===== src/rtl/alu_srcb_stage.sv =====
// alu_srcb_stage: registered ALU operand-B source selector.
// Resolves one of NSRC packed source words (or an internal constant), waits
// for the chosen source to be ready, and queues the operand in a 2-entry
// valid/ready skid buffer toward the ALU.
//
// Ports:
//   clk, reset          rising-edge clock, asynchronous active-high reset
//   in_valid / in_ready capture request / stage can accept (registered)
//   sel                 source select, sampled with in_valid
//   src_bus, src_rdy    packed source words and per-source ready flags
//   out_valid/out_ready operand available / ALU consumes
//   out_data            head-of-buffer operand
//   err, err_clr        sticky illegal-select flag and its clear
//   stall_cnt           saturating count of cycles stalled on src_rdy
module alu_srcb_stage #(
  parameter int unsigned WIDTH     = 32,
  parameter int unsigned NSRC      = 5,
  parameter int unsigned SEL_W     = 3,
  parameter int unsigned CONST_SEL = 1,
  parameter int unsigned CONST_VAL = 4,
  parameter int unsigned CNT_W     = 16
) (
  input  logic                  clk,
  input  logic                  reset,
  input  logic                  in_valid,
  output logic                  in_ready,
  input  logic [SEL_W-1:0]      sel,
  input  logic [NSRC*WIDTH-1:0] src_bus,
  input  logic [NSRC-1:0]       src_rdy,
  output logic                  out_valid,
  input  logic                  out_ready,
  output logic [WIDTH-1:0]      out_data,
  output logic                  err,
  input  logic                  err_clr,
  output logic [CNT_W-1:0]      stall_cnt
);

  // Second skid entry; the head entry is out_valid/out_data themselves.
  logic             vld1_q;
  logic [WIDTH-1:0] data1_q;

  // Resolved select
  logic [WIDTH-1:0] res_val;
  logic             res_ok;
  logic             res_ill;

  // Next-state values
  logic             vld0_d;
  logic [WIDTH-1:0] data0_d;
  logic             vld1_d;
  logic [WIDTH-1:0] data1_d;
  logic             in_ready_d;
  logic             err_d;
  logic [CNT_W-1:0] stall_d;

  logic req;
  logic accept;
  logic stall_ev;
  logic pop;

  // Source resolution: constant code first, then legal slices, else illegal.
  always_comb begin
    res_val = '0;
    res_ok  = 1'b1;
    res_ill = 1'b1;
    if (sel == SEL_W'(CONST_SEL)) begin
      res_val = WIDTH'(CONST_VAL);
      res_ill = 1'b0;
    end else begin
      for (int i = 0; i < int'(NSRC); i++) begin
        if (sel == SEL_W'(i)) begin
          res_val = src_bus[i*WIDTH +: WIDTH];
          res_ok  = src_rdy[i];
          res_ill = 1'b0;
        end
      end
    end
  end

  // Next-state: skid buffer shift, error flag, stall counter.
  always_comb begin
    vld0_d     = out_valid;
    data0_d    = out_data;
    vld1_d     = vld1_q;
    data1_d    = data1_q;
    err_d      = err;
    stall_d    = stall_cnt;

    req      = in_valid & in_ready;
    accept   = req & res_ok;
    stall_ev = req & ~res_ok;
    pop      = out_valid & out_ready;

    if (pop) begin
      vld0_d  = vld1_q;
      data0_d = data1_q;
      vld1_d  = 1'b0;
    end

    // Push lands in the first free slot after any pop; never pushes when full.
    if (accept) begin
      if (vld0_d) begin
        vld1_d  = 1'b1;
        data1_d = res_val;
      end else begin
        vld0_d  = 1'b1;
        data0_d = res_val;
      end
    end

    // Registered ready: only depends on next occupancy, never on out_ready now.
    in_ready_d = ~vld1_d;

    // Set beats clear.
    if (req && res_ill) begin
      err_d = 1'b1;
    end else if (err_clr) begin
      err_d = 1'b0;
    end

    if (stall_ev && (stall_cnt != {CNT_W{1'b1}})) begin
      stall_d = stall_cnt + CNT_W'(1);
    end
  end

  // State registers
  always_ff @(posedge clk or posedge reset) begin
    if (reset) begin
      out_valid <= 1'b0;
      out_data  <= '0;
      vld1_q    <= 1'b0;
      data1_q   <= '0;
      in_ready  <= 1'b1;
      err       <= 1'b0;
      stall_cnt <= '0;
    end else begin
      out_valid <= vld0_d;
      out_data  <= data0_d;
      vld1_q    <= vld1_d;
      data1_q   <= data1_d;
      in_ready  <= in_ready_d;
      err       <= err_d;
      stall_cnt <= stall_d;
    end
  end

endmodule


===== config.mk =====
export PLATFORM = sky130hd
export DESIGN_NAME = alu_srcb_stage
export DESIGN_NICKNAME = d
export VERILOG_FILES = /design/src/rtl/alu_srcb_stage.sv
export SDC_FILE = /design/constraint.sdc
export NUM_CORES = 1
export LEC_CHECK = 0
export CORE_ASPECT_RATIO = 0.8
export CORE_MARGIN = 3
export CORE_UTILIZATION = 42
export DETAILED_ROUTE_END_ITERATION = 10
export PLACE_DENSITY = 0.81
export SETUP_SLACK_MARGIN = 0.05
export SLEW_MARGIN = 5
export SYNTH_ARGS = -nofsm -noshare
export SYNTH_HDL_FRONTEND = slang
export SYNTH_SLANG_ARGS = --single-unit
export TNS_END_PERCENT = 100

===== constraint.sdc =====
create_clock -name clk -period 3.5 [get_ports clk]
set_input_delay 0.525 -clock clk [delete_from_list [all_inputs] [get_ports clk]]
set_output_delay 0.525 -clock clk [all_outputs]
set_load 0.02 [all_outputs]

---- After elaboration in Yosys (flattened, before gate mapping) ----
Cells that the tools add are included.
word-level totals
  flip-flop bits (word level) ............. 84
  bits in latches ......................... 0
  RAM bits ................................ 0
  memory bits (read-only) ................. 0
  bits of input ports ..................... 173
  output and inout bits ................... 51
  word-level logic and storage cells ...... 49
  memories ................................ 0
cells by class
  add/subtract/negate cells ............... 1
  multipliers ............................. 0
  divide/modulo/power cells ............... 0
  $lt $le $gt $ge ......................... 0
  eq/ne operators ......................... 5
  shift operators ......................... 0
  muxes and demuxes ....................... 25
  bitwise operators ....................... 6
  reductions and logical operators ........ 5
operator list
  kind                     count
  $mux W32                 8
  $mux W1                  17
  $add A16 B1 Y16 const B  1
  $ne A16 B16 Y1 const B   1
  $eq A3 B2 Y1 const B     2
  $and A1 B1 Y1            4
  $eq A3 B1 Y1 const B     1
  $eq A3 B3 Y1 const B     1
  $logic_not A3 Y1         1
  $logic_and A1 B1 Y1      2
  $not A1 Y1               2
  $reduce_and A2 Y1        1
  $reduce_bool A2 Y1       1

---- Longest topological paths before layout ----
  depth after elaboration ................. 9
  depth in mapped cells ................... 7
  depth with buffers taken out ............ 4

---- Worst setup path after synthesis ----
No wires, ideal clock.
  path kind ............................... input-to-reg
  start point ............................. in sel[2]
  end point ............................... reg data1_q[6]
  setup time .............................. 0.128 ns
  data arrival time ....................... 1.758 ns
  data required time ...................... 3.372 ns
  setup slack ............................. 1.615 ns
  cell stages on the path ................. 7
  buffers on the path ..................... 3
  path through ............................ buf_6 mux2i_2 a22oi_2 and3b_1 buf_4 buf_6 mux2_1
between the ends
  longest elaborated chain between the ends .. 8
  elaborated cells between the ends (all ways) .. 17
  those cells by class .................... eq/ne: 4; mux: 10; bitwise: 1; reduce/logical: 2
RTL lines
  item                                RTL line  RTL
  start: declaration                  27        input logic [SEL_W-1:0] sel,
  $logic_not A3 Y1                    71        if (sel == SEL_W'(i)) begin
  $mux W1 (4 in series)               71
  $mux W1                             66        if (sel == SEL_W'(CONST_SEL)) begin
  $and A1 B1 Y1                       90        accept = req & res_ok;
  $reduce_and A2 Y1 (no source line)  -
  end signal: assignment              140       data1_q <= data1_d;
  end: declaration                    40        logic [WIDTH-1:0] data1_q;
Parallel ways exist; a longest one is shown, timed or not.
A chain may end at the register's enable or synchronous reset.

---- Worst setup path in the final report ----
  start point ............................. in sel[1]
  end point ............................... reg data1_q[1]
The elaborated chain is that of the path after synthesis.

==> impl_metrics.py <==
metrics = {
    "routing": {
        "vias": 3882,
        "first_iter_violations": 144,
        "dr.pass1.iters": 4,
        "wirelength_um": 13400,
        "drtAntennaViolNets": 0,
        "drc_errors": 0,
        "wl_per_cell_um": 18.4,
        "via_per_inst": 5.34,
    },
    "die": {
        "die_w_um": 126,
        "rows": 34,
        "start_util_pct": 43.9,
        "die_area_um2": 12900,
        "die_h_um": 102,
        "ios": 224,
        "coreArea_um2": 11100,
    },
    "placement": {
        "place.gp.congestion": 0.856,
        "dpl_cell_area_um2": 6870,
        "pre_cts_ws_ns": 0.585,
        "hpwl_um": 9840,
        "io_buffer_count": 190,
    },
    "worst_setup_path": {
        "arrival_ns": 2.79,
        "cp.required_ns": 3.75,
        "startpoint_type": "input pin",
        "crit_chain": "clkdlybuf4s50_1 > nor2b_1 > a22oi_2 > and3b_2 > buf_4 > mux2i_1",
        "crit_slowest_cell": "and3b_2",
        "critPathMaxFanout": 26,
        "worstSetupEndpointType": "register",
        "critical_path.max_stage_delay_ns": 0.74,
        "cp_num_buf_inv": 2,
        "critical_path_class": "in2reg",
        "path_delay_family": "simple AND/OR/NAND/NOR gates",
    },
    "timing": {
        "period_share_pct": 72.5,
        "rsz0062_at_grt": "no",
        "skew_ns": 0.00680,
        "fmaxAchievable_mhz": 394,
        "max_slew_margin_pct": 38.1,
        "tightest_slew_ns": 0.928,
        "fin_crit_ns": 2.54,
        "hold_viol": 0,
        "finalMaxSlewViolations": 0,
        "setup_violations": 0,
        "setup_slack_ns": 0.962,
        "setup_tns_ns": 0,
    },
    "clock_network": {
        "cts-root-buf": "clkbuf_16",
        "clk_path_buf_depth": 2,
        "cts_made_buffers": 9,
        "cts.clk_slew.worst_paths_ns": 0.06,
        "cts_tree": "yes",
        "post-cts-setup-buffer-count": 0,
        "clkSinkCount": 84,
        "htree_levels": 3,
        "insertion_delay_ns": 0.33,
        "hold_buffers": 0,
        "cts.repair.resized": 0,
    },
    "yosys": {
        "avgSynthCellArea_um2": 12.3,
        "synth-main-ff-cell": "dfrtp_1",
        "synth_xor_area_share_pct": 2.16,
        "async_reset_ff_share_pct": 100,
        "synth-compound-area-share_pct": 7.88,
        "ys_seq_area_share_pct": 43.3,
        "yosys_warnings": 0,
        "syn_nets": 568,
        "ys_types": 45,
        "synthMuxAreaShare_pct": 36.6,
        "synth_adder_area_share_pct": 0.257,
        "yosys.area_share.simple_pct": 5.48,
        "ys_ff_latch": 84,
        "synth_top_family_by_area": "multiplexers",
        "synth_area_leaders": "dfrtp_1 (43%), mux2i_1 (18%), mux2_2 (8.8%)",
        "yosysTopAreaCellShare_pct": 42.7,
        "synth_top_cell_by_area": "dfrtp_1",
        "syn_area_um2": 4860,
        "synth-edff-count": 0,
        "synth_cells": 394,
    },
    "outcome": {
        "status": "complete, no violations",
    },
    "global_routing": {
        "antenna_found_initial": 0,
        "grt_max_degree": 44,
        "overflow": 0,
        "grt_usage_pct": 21.1,
        "grt_pass1_vias": 4193,
        "grt_pass1_wl_um": 21700,
    },
    "layout": {
        "syn2layout_area_growth_pct": 47.6,
        "fin_nets": 752,
        "diodes": 0,
        "final_cell_area_um2": 7170,
        "drive_gt1_share_pct": 16.3,
    },
    "pwr": {
        "ir_drop_uv": 393,
        "p_leak_nw": 3.25,
        "p_per_area_nw_per_um2": 588,
    },
    "job": {
        "max-cap-violations": 0,
    },
    "hold_path": {
        "hold_class": "reg2reg",
    },
}
cells in the final DEF, fill, tap and decap left out, drive strengths merged, types with 2 or more instances in the layout:
cell type	count
a2111oi	6
o21ai	3
nand2	8
buf	13
mux2i	87
clkbuf	12
and3	3
clkdlybuf4s50	188
nor2	4
mux2	77
o22ai	26
and2	2
xor2	10
clkinv	3
nor4	6
o22a	6
a21oi	2
nand3	9
xnor2	2
inv	13
nand4	2
dfrtp	83
final timing paths:
kind | startpoint | endpoint | slack (ns) | cells after the start
max | sel[1] | data1_q[1]$_DFFE_PP0P_ | 0.96 | 6
min | vld1_q$_DFF_PP0_ | in_ready$_DFF_PP1_ | 0.45 | 1
max reg2reg | in_ready$_DFF_PP1_ | data1_q[1]$_DFFE_PP0P_ | 1.24 | 4
min reg2reg | vld1_q$_DFF_PP0_ | in_ready$_DFF_PP1_ | 0.45 | 1
max in group asynchronous | reset | data1_q[24]$_DFFE_PP0P_ | 2.08 | 3
min in group asynchronous | reset | out_data[2]$_DFF_PP0_ | 0.64 | 2
power breakdown:
group | switching (mW) | internal [mW]
logic | 0.761 | 0.959
registers | 0.211 | 1.33
clock network | 0.368 | 0.589
total | 1.34 | 2.87
synthesized netlist by cell type (3+ instances only):
| cell type | instances |
|---|---|
| inv_1 | 14 |
| nor2_1 | 4 |
| mux2_2 | 38 |
| nand2_1 | 8 |
| mux2_4 | 10 |
| xor2_1 | 10 |
| clkbuf_1 | 12 |
| nand3_1 | 8 |
| buf_6 | 4 |
| o22ai_1 | 26 |
| buf_2 | 9 |
| o22a_1 | 6 |
| nor4_2 | 5 |
| o21ai_0 | 3 |
| mux2_1 | 29 |
| and3_1 | 3 |
| dfrtp_1 | 83 |
| mux2i_1 | 86 |
| a2111oi_2 | 4 |
| buf_4 | 3 |
cells by family after synthesis:
family	after synthesis
buf+inv	42
simple gates	42
fa+ha+maj	1
xor+xnor	12
flops	84
mux	164
compound gates	49
worst reg2reg max path: stages (launching register included):
cell and delay, ns:
dfstp_2 0.54, and2_0 0.32, and3b_2 0.78, buf_4 0.33
mux2i_1 0.22
routing by layer:
| metal | global-route usage [%] | vias up | part of all wire, % |
|---|---|---|---|
| li1 | - | 1828 | - |
| met1 | 25.0 | 1895 | 42 |
| met2 | 37.9 | 149 | 49 |
| met3 | 7.00 | 10 | 8.3 |
| met4 | 4.37 | 0 | 0.86 |
| met5 | 0 | - | 0 |
sequential cells by signal (all words and copies together) (netlist names):
| register | count |
|---|---|
| out_data | 32 |
| vld1_q | 1 |
| stall_cnt | 16 |
| err | 1 |
| out_valid | 1 |
| in_ready | 1 |
| data1_q | 32 |
final cells by class:
| class | count | area [um^2] |
|---|---|---|
| clock buffer | 12 | 256 |
| timing repair buffer | 201 | 1970 |
| fill | 867 | 3890 |
| clock inverter | 4 | 47.5 |
| inverter | 14 | 53.8 |
| tap | 144 | 180 |
| sequential | 84 | 2100 |
| multi-input combinational | 268 | 2550 |
per-stage QoR:
stage               util [%]  hold WS, ns  std cells  total power [mW]
floorplan                  -        0.402        394              2.54
global placement        62.1        0.436        711              3.20
detailed placement      62.1        0.431        711              3.28
finish                  64.8        0.451        727              4.21
global route            64.8        0.475        727              4.45
CTS                     64.8        0.446        727              4.26
Note: power is estimated with default switching activity, not from simulation.
